**src/rtl/cmsdk_ahb_bridge_arbiter2_if.sv**
```systemverilog
`default_nettype none
// ============================================================================
// Module   : cmsdk_ahb_bridge_arbiter2_if
// Function : Bus bundle for the two-master AHB-Lite bridge arbiter.
// Revision : 1.0
// ============================================================================
interface cmsdk_ahb_bridge_arbiter2_if;
    logic [1:0]  HTRANS0,    HTRANS1;
    logic [31:0] HADDR0,     HADDR1;
    logic        HWRITE0,    HWRITE1;
    logic [2:0]  HSIZE0,     HSIZE1;
    logic [3:0]  HPROT0,     HPROT1;
    logic        HMASTLOCK0, HMASTLOCK1;
    logic [31:0] HWDATA0,    HWDATA1;
    logic        HREADYOUT0, HREADYOUT1;
    logic        HRESP0,     HRESP1;
    logic [31:0] HRDATA0,    HRDATA1;

    logic        HSELB;
    logic [1:0]  HTRANSB;
    logic [31:0] HADDRB;
    logic        HWRITEB;
    logic [2:0]  HSIZEB;
    logic [3:0]  HPROTB;
    logic        HMASTLOCKB;
    logic [31:0] HWDATAB;
    logic        HREADYB;
    logic        HREADYOUTB;
    logic        HRESPB;
    logic [31:0] HRDATAB;
    logic        HMASTERB;

    // Arbiter view: slave to both masters, master to the bridge.
    modport slave (
        input  HTRANS0, HTRANS1, HADDR0, HADDR1, HWRITE0, HWRITE1,
               HSIZE0, HSIZE1, HPROT0, HPROT1, HMASTLOCK0, HMASTLOCK1,
               HWDATA0, HWDATA1, HREADYOUTB, HRESPB, HRDATAB,
        output HREADYOUT0, HREADYOUT1, HRESP0, HRESP1, HRDATA0, HRDATA1,
               HSELB, HTRANSB, HADDRB, HWRITEB, HSIZEB, HPROTB, HMASTLOCKB,
               HWDATAB, HREADYB, HMASTERB
    );

    // Environment view: the two masters plus the bridge slave port.
    modport master (
        output HTRANS0, HTRANS1, HADDR0, HADDR1, HWRITE0, HWRITE1,
               HSIZE0, HSIZE1, HPROT0, HPROT1, HMASTLOCK0, HMASTLOCK1,
               HWDATA0, HWDATA1, HREADYOUTB, HRESPB, HRDATAB,
        input  HREADYOUT0, HREADYOUT1, HRESP0, HRESP1, HRDATA0, HRDATA1,
               HSELB, HTRANSB, HADDRB, HWRITEB, HSIZEB, HPROTB, HMASTLOCKB,
               HWDATAB, HREADYB, HMASTERB
    );
endinterface
`default_nettype wire

```
**src/rtl/cmsdk_ahb_bridge_arbiter2.sv**
```systemverilog
`default_nettype none
// ============================================================================
// Module   : cmsdk_ahb_bridge_arbiter2
// Function : Round-robin, lock-aware arbiter sharing the bridge slave port
//            between two AHB-Lite masters; every transfer issued as a single.
// Revision : 1.0
// ============================================================================
module cmsdk_ahb_bridge_arbiter2 (
    input  logic                              HCLKS,
    input  logic                              HRESETS,
    cmsdk_ahb_bridge_arbiter2_if.slave        bus
);
    localparam logic [1:0] c_TRANS_IDLE   = 2'b00;
    localparam logic [1:0] c_TRANS_NONSEQ = 2'b10;

    typedef enum logic [1:0] {
        S_FREE = 2'b00,   // no bridge data phase outstanding
        S_ADDR = 2'b01,   // NONSEQ held behind a stalled data phase
        S_DATA = 2'b10    // data phase outstanding
    } state_t;

    typedef struct packed {
        logic [31:0] addr;
        logic        write;
        logic [2:0]  size;
        logic [3:0]  prot;
        logic        lock;
    } ctrl_t;

    state_t      r_state;
    logic        r_last_grant, r_gnt, r_lock_hold, r_lock_owner;
    logic        r_dp_owner, r_mst;
    logic [31:0] r_haddrb;
    logic        r_hwriteb;
    logic [2:0]  r_hsizeb;
    logic [3:0]  r_hprotb;

    logic [1:0]  w_htrans [2];
    ctrl_t       w_in     [2];
    ctrl_t       w_pend   [2];
    logic [31:0] w_hrdata [2];
    logic [1:0]  w_pend_vld, w_hreadyout, w_hresp, w_capture, w_idle_unlock, w_elig;
    logic        w_dp_vld, w_hreadyb, w_issue, w_accept, w_gnt;
    ctrl_t       w_bctrl;

    assign w_htrans[0] = bus.HTRANS0;
    assign w_htrans[1] = bus.HTRANS1;
    assign w_in[0] = {bus.HADDR0, bus.HWRITE0, bus.HSIZE0, bus.HPROT0, bus.HMASTLOCK0};
    assign w_in[1] = {bus.HADDR1, bus.HWRITE1, bus.HSIZE1, bus.HPROT1, bus.HMASTLOCK1};

    assign w_dp_vld  = (r_state != S_FREE);
    assign w_hreadyb = w_dp_vld ? bus.HREADYOUTB : 1'b1;

    for (genvar gi = 0; gi < 2; gi++) begin : g_port
        localparam logic c_IDX = 1'(gi);
        logic  r_vld;
        ctrl_t r_ctrl;
        logic  w_own;

        assign w_own             = w_dp_vld & (r_dp_owner == c_IDX);
        assign w_hreadyout[gi]   = r_vld ? 1'b0 : (w_own ? bus.HREADYOUTB : 1'b1);
        assign w_hresp[gi]       = w_own & bus.HRESPB;
        assign w_hrdata[gi]      = w_own ? bus.HRDATAB : 32'h0;
        assign w_capture[gi]     = w_htrans[gi][1] & w_hreadyout[gi];
        assign w_idle_unlock[gi] = w_hreadyout[gi] & (w_htrans[gi] == c_TRANS_IDLE) & ~w_in[gi].lock;
        assign w_pend_vld[gi]    = r_vld;
        assign w_pend[gi]        = r_ctrl;

        // Holding register stays frozen while valid: HREADYOUT is low then.
        always_ff @(posedge HCLKS) begin
            if (HRESETS) begin
                r_vld  <= 1'b0;
                r_ctrl <= '0;
            end else if (w_capture[gi]) begin
                r_vld  <= 1'b1;
                r_ctrl <= w_in[gi];
            end else if (w_accept && (w_gnt == c_IDX)) begin
                r_vld  <= 1'b0;
            end
        end
    end

    assign w_elig[0] = w_pend_vld[0] & (~r_lock_hold | ~r_lock_owner);
    assign w_elig[1] = w_pend_vld[1] & (~r_lock_hold |  r_lock_owner);

    // A NONSEQ held against a stalled data phase keeps its owner.
    always_comb begin
        w_gnt = r_last_grant;
        if (r_state == S_ADDR) begin
            w_gnt = r_gnt;
        end else if (&w_elig) begin
            w_gnt = ~r_last_grant;
        end else begin
            w_gnt = w_elig[1];
        end
    end

    assign w_issue  = (r_state == S_ADDR) | (|w_elig);
    assign w_accept = w_issue & w_hreadyb;
    assign w_bctrl  = w_pend[w_gnt];

    always_ff @(posedge HCLKS) begin
        if (HRESETS) begin
            r_state      <= S_FREE;
            r_last_grant <= 1'b1;
            r_gnt        <= 1'b0;
            r_lock_hold  <= 1'b0;
            r_lock_owner <= 1'b0;
            r_dp_owner   <= 1'b0;
            r_mst        <= 1'b0;
            r_haddrb     <= 32'h0;
            r_hwriteb    <= 1'b0;
            r_hsizeb     <= 3'b000;
            r_hprotb     <= 4'b0000;
        end else if (w_accept) begin
            r_state      <= S_DATA;
            r_last_grant <= w_gnt;
            r_dp_owner   <= w_gnt;
            r_mst        <= w_gnt;
            r_lock_hold  <= w_bctrl.lock;
            r_lock_owner <= w_gnt;
            r_haddrb     <= w_bctrl.addr;
            r_hwriteb    <= w_bctrl.write;
            r_hsizeb     <= w_bctrl.size;
            r_hprotb     <= w_bctrl.prot;
        end else begin
            if (w_issue) begin
                r_state <= S_ADDR;
                r_gnt   <= w_gnt;
            end else if (w_dp_vld && bus.HREADYOUTB) begin
                r_state <= S_FREE;
            end
            if (r_lock_hold && w_idle_unlock[r_lock_owner]) begin
                r_lock_hold <= 1'b0;
            end
        end
    end

    assign bus.HSELB      = w_issue;
    assign bus.HTRANSB    = w_issue ? c_TRANS_NONSEQ : c_TRANS_IDLE;
    assign bus.HADDRB     = w_issue ? w_bctrl.addr  : r_haddrb;
    assign bus.HWRITEB    = w_issue ? w_bctrl.write : r_hwriteb;
    assign bus.HSIZEB     = w_issue ? w_bctrl.size  : r_hsizeb;
    assign bus.HPROTB     = w_issue ? w_bctrl.prot  : r_hprotb;
    assign bus.HMASTLOCKB = w_issue ? w_bctrl.lock  : r_lock_hold;
    assign bus.HMASTERB   = w_issue ? w_gnt         : r_mst;
    assign bus.HREADYB    = w_hreadyb;
    assign bus.HWDATAB    = w_dp_vld ? (r_dp_owner ? bus.HWDATA1 : bus.HWDATA0) : 32'h0;

    assign bus.HREADYOUT0 = w_hreadyout[0];
    assign bus.HREADYOUT1 = w_hreadyout[1];
    assign bus.HRESP0     = w_hresp[0];
    assign bus.HRESP1     = w_hresp[1];
    assign bus.HRDATA0    = w_hrdata[0];
    assign bus.HRDATA1    = w_hrdata[1];
endmodule
`default_nettype wire
```
**src/flat_wrapper.sv**
```systemverilog
// flat-port wrapper written by rule: the top's interface ports become plain ports
module cmsdk_ahb_bridge_arbiter2_flat 
  (HCLKS, HRESETS, bus_HTRANS0, bus_HTRANS1, bus_HADDR0, bus_HADDR1, bus_HWRITE0, bus_HWRITE1, bus_HSIZE0, bus_HSIZE1, bus_HPROT0, bus_HPROT1, bus_HMASTLOCK0, bus_HMASTLOCK1, bus_HWDATA0, bus_HWDATA1, bus_HREADYOUTB, bus_HRESPB, bus_HRDATAB, bus_HREADYOUT0, bus_HREADYOUT1, bus_HRESP0, bus_HRESP1, bus_HRDATA0, bus_HRDATA1, bus_HSELB, bus_HTRANSB, bus_HADDRB, bus_HWRITEB, bus_HSIZEB, bus_HPROTB, bus_HMASTLOCKB, bus_HWDATAB, bus_HREADYB, bus_HMASTERB);
  cmsdk_ahb_bridge_arbiter2_if bus_i ();
  input  logic HCLKS;
  input  logic HRESETS;
  input wire logic [$bits(bus_i.HTRANS0)-1:0] bus_HTRANS0;
  input wire logic [$bits(bus_i.HTRANS1)-1:0] bus_HTRANS1;
  input wire logic [$bits(bus_i.HADDR0)-1:0] bus_HADDR0;
  input wire logic [$bits(bus_i.HADDR1)-1:0] bus_HADDR1;
  input wire logic [$bits(bus_i.HWRITE0)-1:0] bus_HWRITE0;
  input wire logic [$bits(bus_i.HWRITE1)-1:0] bus_HWRITE1;
  input wire logic [$bits(bus_i.HSIZE0)-1:0] bus_HSIZE0;
  input wire logic [$bits(bus_i.HSIZE1)-1:0] bus_HSIZE1;
  input wire logic [$bits(bus_i.HPROT0)-1:0] bus_HPROT0;
  input wire logic [$bits(bus_i.HPROT1)-1:0] bus_HPROT1;
  input wire logic [$bits(bus_i.HMASTLOCK0)-1:0] bus_HMASTLOCK0;
  input wire logic [$bits(bus_i.HMASTLOCK1)-1:0] bus_HMASTLOCK1;
  input wire logic [$bits(bus_i.HWDATA0)-1:0] bus_HWDATA0;
  input wire logic [$bits(bus_i.HWDATA1)-1:0] bus_HWDATA1;
  input wire logic [$bits(bus_i.HREADYOUTB)-1:0] bus_HREADYOUTB;
  input wire logic [$bits(bus_i.HRESPB)-1:0] bus_HRESPB;
  input wire logic [$bits(bus_i.HRDATAB)-1:0] bus_HRDATAB;
  output wire logic [$bits(bus_i.HREADYOUT0)-1:0] bus_HREADYOUT0;
  output wire logic [$bits(bus_i.HREADYOUT1)-1:0] bus_HREADYOUT1;
  output wire logic [$bits(bus_i.HRESP0)-1:0] bus_HRESP0;
  output wire logic [$bits(bus_i.HRESP1)-1:0] bus_HRESP1;
  output wire logic [$bits(bus_i.HRDATA0)-1:0] bus_HRDATA0;
  output wire logic [$bits(bus_i.HRDATA1)-1:0] bus_HRDATA1;
  output wire logic [$bits(bus_i.HSELB)-1:0] bus_HSELB;
  output wire logic [$bits(bus_i.HTRANSB)-1:0] bus_HTRANSB;
  output wire logic [$bits(bus_i.HADDRB)-1:0] bus_HADDRB;
  output wire logic [$bits(bus_i.HWRITEB)-1:0] bus_HWRITEB;
  output wire logic [$bits(bus_i.HSIZEB)-1:0] bus_HSIZEB;
  output wire logic [$bits(bus_i.HPROTB)-1:0] bus_HPROTB;
  output wire logic [$bits(bus_i.HMASTLOCKB)-1:0] bus_HMASTLOCKB;
  output wire logic [$bits(bus_i.HWDATAB)-1:0] bus_HWDATAB;
  output wire logic [$bits(bus_i.HREADYB)-1:0] bus_HREADYB;
  output wire logic [$bits(bus_i.HMASTERB)-1:0] bus_HMASTERB;
  assign bus_i.HTRANS0 = bus_HTRANS0;
  assign bus_i.HTRANS1 = bus_HTRANS1;
  assign bus_i.HADDR0 = bus_HADDR0;
  assign bus_i.HADDR1 = bus_HADDR1;
  assign bus_i.HWRITE0 = bus_HWRITE0;
  assign bus_i.HWRITE1 = bus_HWRITE1;
  assign bus_i.HSIZE0 = bus_HSIZE0;
  assign bus_i.HSIZE1 = bus_HSIZE1;
  assign bus_i.HPROT0 = bus_HPROT0;
  assign bus_i.HPROT1 = bus_HPROT1;
  assign bus_i.HMASTLOCK0 = bus_HMASTLOCK0;
  assign bus_i.HMASTLOCK1 = bus_HMASTLOCK1;
  assign bus_i.HWDATA0 = bus_HWDATA0;
  assign bus_i.HWDATA1 = bus_HWDATA1;
  assign bus_i.HREADYOUTB = bus_HREADYOUTB;
  assign bus_i.HRESPB = bus_HRESPB;
  assign bus_i.HRDATAB = bus_HRDATAB;
  assign bus_HREADYOUT0 = bus_i.HREADYOUT0;
  assign bus_HREADYOUT1 = bus_i.HREADYOUT1;
  assign bus_HRESP0 = bus_i.HRESP0;
  assign bus_HRESP1 = bus_i.HRESP1;
  assign bus_HRDATA0 = bus_i.HRDATA0;
  assign bus_HRDATA1 = bus_i.HRDATA1;
  assign bus_HSELB = bus_i.HSELB;
  assign bus_HTRANSB = bus_i.HTRANSB;
  assign bus_HADDRB = bus_i.HADDRB;
  assign bus_HWRITEB = bus_i.HWRITEB;
  assign bus_HSIZEB = bus_i.HSIZEB;
  assign bus_HPROTB = bus_i.HPROTB;
  assign bus_HMASTLOCKB = bus_i.HMASTLOCKB;
  assign bus_HWDATAB = bus_i.HWDATAB;
  assign bus_HREADYB = bus_i.HREADYB;
  assign bus_HMASTERB = bus_i.HMASTERB;
  cmsdk_ahb_bridge_arbiter2 u_core (.HCLKS(HCLKS), .HRESETS(HRESETS), .bus(bus_i));
endmodule
```
**config.mk**
```make
export PLATFORM = sky130hd
export DESIGN_NAME = cmsdk_ahb_bridge_arbiter2_flat
export DESIGN_NICKNAME = d
export VERILOG_FILES = /design/src/rtl/cmsdk_ahb_bridge_arbiter2_if.sv /design/src/rtl/cmsdk_ahb_bridge_arbiter2.sv /design/src/flat_wrapper.sv
export SDC_FILE = /design/constraint.sdc
export NUM_CORES = 1
export LEC_CHECK = 0
export CAP_MARGIN = 25
export CORE_MARGIN = 4
export CORE_UTILIZATION = 43
export DETAILED_ROUTE_END_ITERATION = 10
export PLACE_DENSITY = 0.89
export SLEW_MARGIN = 20
export SYNTH_ARGS = -nofsm -noshare
export SYNTH_HDL_FRONTEND = slang
export SYNTH_SLANG_ARGS = --single-unit
```
**constraint.sdc**
```tcl
create_clock -name HCLKS -period 4.95 [get_ports HCLKS]
set_clock_uncertainty 0.15 [all_clocks]
set_input_delay 0.7425 -clock HCLKS [delete_from_list [all_inputs] [get_ports HCLKS]]
set_output_delay 0.7425 -clock HCLKS [all_outputs]
set_load 0.05 [all_outputs]
```
# Word-level counts from Yosys, hierarchy flattened
# Cells that the tools add are included.
dict set report op_classes {
  n_lt_le_gt_ge 2
  n_eq_ne 1
  n_mux 32
  bitwise 24
  n_reduce_logical 16
}
# operator count
set op_table {}
lappend op_table {{$mux W32} 5}
lappend op_table {{$mux W41} 3}
lappend op_table {{$mux W1} 18}
lappend op_table {{$and A1 B1 Y1} 13}
lappend op_table {{$reduce_bool A2 Y1} 5}
lappend op_table {{$mux W2} 4}
lappend op_table {{$not A1 Y1} 7}
lappend op_table {{$logic_and A1 B1 Y1} 4}
lappend op_table {{$logic_not A2 Y1} 2}
lappend op_table {{$mux W4} 1}
lappend op_table {{$reduce_and A2 Y1} 2}
lappend op_table {{$reduce_or A2 Y1} 2}
lappend op_table {{$mux W3} 1}
lappend op_table {{$or A1 B1 Y1} 3}
lappend op_table {{$reduce_bool A3 Y1} 1}
lappend op_table {{$eq A2 B1 Y1 const B} 1}
lappend op_table {{$ge A2 B2 Y1 const B} 1}
lappend op_table {{$lt A1 B2 Y1 const B} 1}
lappend op_table {{$not A1 Y2} 1}
dict set report word_totals {
  regBits 130
  output_inout_bits 146
  elab_cells 97
}

# Longest topological paths before layout
dict set report depth {
  ltp_word 11
  ltp_mapped 7
}

# Least setup slack after synthesis
# OpenSTA, ideal clock, no wires.
dict set report synth_timing {
  kind {reg-to-output}
  startpoint {reg u_core.r_lock_owner}
  endpoint {out bus_HMASTERB}
  arrival_ns 2.145
  required_ns 4.058
  setup_slack_ns 1.912
  stages_incl_launch_ff 6
  path_buffers 1
  cell_sequence {dfxtp_1 -> buf_4 -> mux2i_2 -> a21o_1 -> nand2_2 -> o21ai_0}
}
dict set report synth_between {
  elab_chain_len 7
}
# item line_no
set synth_rtl {}
lappend synth_rtl {{start: declaration} cmsdk_ahb_bridge_arbiter2.sv:31} ;# logic r_last_grant, r_gnt, r_lock_hold, r_lock_owner;
lappend synth_rtl {{start signal: assignment} cmsdk_ahb_bridge_arbiter2.sv:121} ;# r_lock_owner <= w_gnt;
lappend synth_rtl {{$not A1 Y1} --}
lappend synth_rtl {{$or A1 B1 Y1} cmsdk_ahb_bridge_arbiter2.sv:83} ;# assign w_elig[0] = w_pend_vld[0] & (~r_lock_hold | ~r_lock_owner);
lappend synth_rtl {{$and A1 B1 Y1} cmsdk_ahb_bridge_arbiter2.sv:83}
lappend synth_rtl {{$reduce_and A2 Y1} cmsdk_ahb_bridge_arbiter2.sv:91} ;# end else if (&w_elig) begin
lappend synth_rtl {{$mux W1} cmsdk_ahb_bridge_arbiter2.sv:91}
lappend synth_rtl {{$mux W1} cmsdk_ahb_bridge_arbiter2.sv:89} ;# if (r_state == S_ADDR) begin
lappend synth_rtl {{$mux W1 *} cmsdk_ahb_bridge_arbiter2.sv:146} ;# assign bus.HMASTERB = w_issue ? w_gnt : r_mst;
lappend synth_rtl {{end: declaration} flat_wrapper.sv:39} ;# output wire logic [$bits(bus_i.HMASTERB)-1:0] bus_HMASTERB;
# Every way passes the cells marked *; elsewhere a longest branch is shown, timed or not.

# Worst setup path after layout
# Ends and elaborated chain as after synthesis.

==> impl_metrics.py <==
metrics = {
    "min_path": {
        "min_path_type": "reg2reg",
    },
    "logic_synthesis": {
        "ys.flop_type": "dfxtp_1",
        "syn_avg_cell_area_sq_um": 8.16,
        "synthDominantCellAreaShare": 0.419,
        "synth.most_common_cell": "nand2_1",
        "synthTopCellsByArea": "dfxtp_1, a21oi_1, nand2_1, mux2i_1, and2_1",
        "synth_cell_types": 41,
        "async_reset_ff_frac": 0,
        "syn_area_sq_um": 6220,
        "synthesis.nets": 948,
        "yosysSeqAreaShare": 0.419,
        "yosysTopAreaCell": "dfxtp_1",
        "synthCells": 762,
        "yosys_warnings": 0,
        "synth-edff-count": 0,
        "synth_common_cells": "nand2_1, dfxtp_1, a21oi_1, and2_1",
        "ys_ff_latch": 130,
    },
    "place": {
        "portBuffers": 330,
        "hpwl_um": 17600,
        "place_congestion": 0.875,
        "placed_cell_area_sq_um": 9550,
    },
    "pwr": {
        "p_per_area_nw_per_um2": 634,
        "total_power_w": 0.00640,
        "vdd_ir_drop_max_mv": 0.327,
        "leakage_nw": 3.90,
    },
    "setup_path": {
        "max_stage_delay_ns": 0.88,
        "critical_path_class": "reg2out",
        "rrSetupSlack_ns": 2.30,
        "worst_path_max_delay_cell": "clkdlybuf4s50_1",
        "endpoint_kind": "output pin",
        "crit_buf_inv": 1,
        "cp_data_required_time_ns": 4.06,
        "path_cells": "mux2i_2 -> a21o_1 -> nand2_2 -> o21ai_0 -> clkdlybuf4s50_1",
        "path_delay_family": "buffers and inverters",
        "crit_arrival_ns": 3.57,
        "critPathMaxFanout": 47,
        "worstSetupStartpointType": "flop",
    },
    "timing": {
        "period_needed_ns": 4.46,
        "rsz0062_at_grt": "no",
        "max_slew.worst_pin.slew_ns": 1.04,
        "drv_slew": 0,
        "max_freq_mhz": 224,
        "finalCritPeriodShare": 0.902,
        "fin_setup_tns_ns": 0,
        "max_slew_margin": 0.310,
        "hold_viol": 0,
        "setup_viol_count_final": 0,
    },
    "clocking": {
        "clkLatencyLatePin_ns": 0.41,
        "cts.sinks": 130,
        "root_buffer": "clkbuf_16",
        "hold_buffers": 0,
        "cts_tree": "done",
        "cts_buffer_depth": 2,
        "htree_levels": 4,
        "path_clk_slew_ns": 0.06,
        "numCtsBuffers": 17,
        "postCtsSetupBuffers": 0,
        "ctsResizeCount": 0,
    },
    "layout": {
        "nets": 1237,
        "layout-drive-gt1-share": 0.0527,
        "area_growth_pct": 62.3,
        "finalInstanceArea_sq_um": 10100,
    },
    "floorplanning": {
        "die_area_sq_um": 16400,
        "pin_count": 332,
        "fp.dieH_um": 128,
        "die_w_um": 128,
        "num_rows": 43,
        "core_area_sq_um": 14000,
        "initial_utilization": 0.443,
    },
    "route": {
        "viasPerCell": 5.57,
        "antenna_left": 0,
        "wl_um": 24400,
        "wl_per_cell_um": 19.6,
        "vias": 6946,
        "dr.first_iter.drc_count": 727,
        "drt_first_pass_iters": 5,
        "drc": 0,
    },
    "status": {
        "status": "finished clean",
    },
    "global_route": {
        "grt_max_degree": 82,
        "antenna_found_initial": 3,
        "overflow": 0,
        "grt_usage": 0.280,
        "grt_pass1_wl_um": 36400,
        "grt_pass1_vias": 6859,
    },
    "job": {
        "cap_violations": 0,
    },
}
routing by layer:
metal	up-vias	global-route usage	wire length [um]
met5	-	0	0
met4	0	0.123	878
met3	68	0.0729	2240
met2	411	0.456	11800
met1	3230	0.349	9480
li1	3237	-	-
cells in the final DEF, fill, tap and decap left out, types with 3 or more instances in the layout:
cell type / count
clkdlybuf4s50_1: 329
buf_4: 9
clkinvlp_4: 3
clkinv_4: 3
mux2i_1: 42
and2_1: 66
nor3_1: 42
nor2_1: 3
nand2_1: 166
a21oi_1: 127
inv_1: 5
clkbuf_16: 17
a22o_1: 32
dfxtp_1: 130
clkinv_2: 4
o2bb2ai_1: 41
diode_2: 3
path summary, 6_finish.rpt:
| path | from | endpoint | depth (start not counted) |
|---|---|---|---|
| setup / recovery | u_core.r_lock_owner$_SDFFE_PP0P_ | bus_HMASTERB | 5 |
| hold / removal | u_core.g_port[1].r_ctrl[8]$_SDFFE_PP0P_ | u_core.g_port[1].r_ctrl[8]$_SDFFE_PP0P_ | 2 |
| setup reg to reg | u_core.r_state[1]$_SDFFE_PP0P_ | u_core.g_port[0].r_ctrl[16]$_SDFFE_PP0P_ | 6 |
| hold reg to reg | u_core.g_port[1].r_ctrl[8]$_SDFFE_PP0P_ | u_core.g_port[1].r_ctrl[8]$_SDFFE_PP0P_ | 2 |
worst reg2reg max path, stage by stage, from the launching register on:
cell,delay [ns]
dfxtp_1,0.43
o21ba_1,0.47
inv_2,0.19
o211ai_4,0.67
buf_4,0.40
nand2_1,0.10
a21oi_1,0.15
layout make-up:
| cell class | count | area [sq um] |
|---|---|---|
| repair buffers | 341 | 3400 |
| clock buffers | 19 | 443 |
| fillers | 1010 | 3950 |
| well taps | 180 | 225 |
| inverters | 6 | 22.5 |
| flip-flops and latches | 130 | 2600 |
| multi-input cells | 555 | 3310 |
| diodes | 3 | 7.51 |
| clock inverters | 12 | 86.3 |
report_power, final:
part | internal, W | switching [W] | total, W
combinational | 0.00131 | 0.00268 | 0.00400
sequential | 0.00118 | 0.000103 | 0.00129
clock | 0.000650 | 0.000463 | 0.00111
state kept, by name, indices dropped and copies added (netlist names):
register,cells
u_core.g_port.r_ctrl,82
u_core.g_port.r_vld,2
u_core.r_gnt,1
u_core.r_haddrb,32
u_core.r_hprotb,4
u_core.r_hsizeb,3
u_core.r_hwriteb,1
u_core.r_last_grant,1
u_core.r_lock_hold,1
u_core.r_lock_owner,1
u_core.r_state,2
through the flow:
step / worst slack [ns] / cells / util / hold slack, ns
final: 0.487 / 1246 / 0.718 / 0.303
after global placement: 1.11 / 1210 / 0.678 / 0.290
after global routing: 0.305 / 1246 / 0.718 / 0.321
after floorplan: 1.91 / 762 / - / 0.284
after detailed placement: 0.978 / 1212 / 0.680 / 0.296
after CTS: 0.500 / 1243 / 0.718 / 0.304
logic make-up after synthesis:
| group | Yosys count | synth area share |
|---|---|---|
| flip-flops | 130 | 0.419 |
| multiplexers | 43 | 0.0698 |
| buffers and inverters | 77 | 0.0608 |
| AND/OR/NAND/NOR | 290 | 0.215 |
| AO/OA/AOI/OAI | 221 | 0.235 |
| other | 1 | 0.000603 |
(Power assumes the default switching activity.)
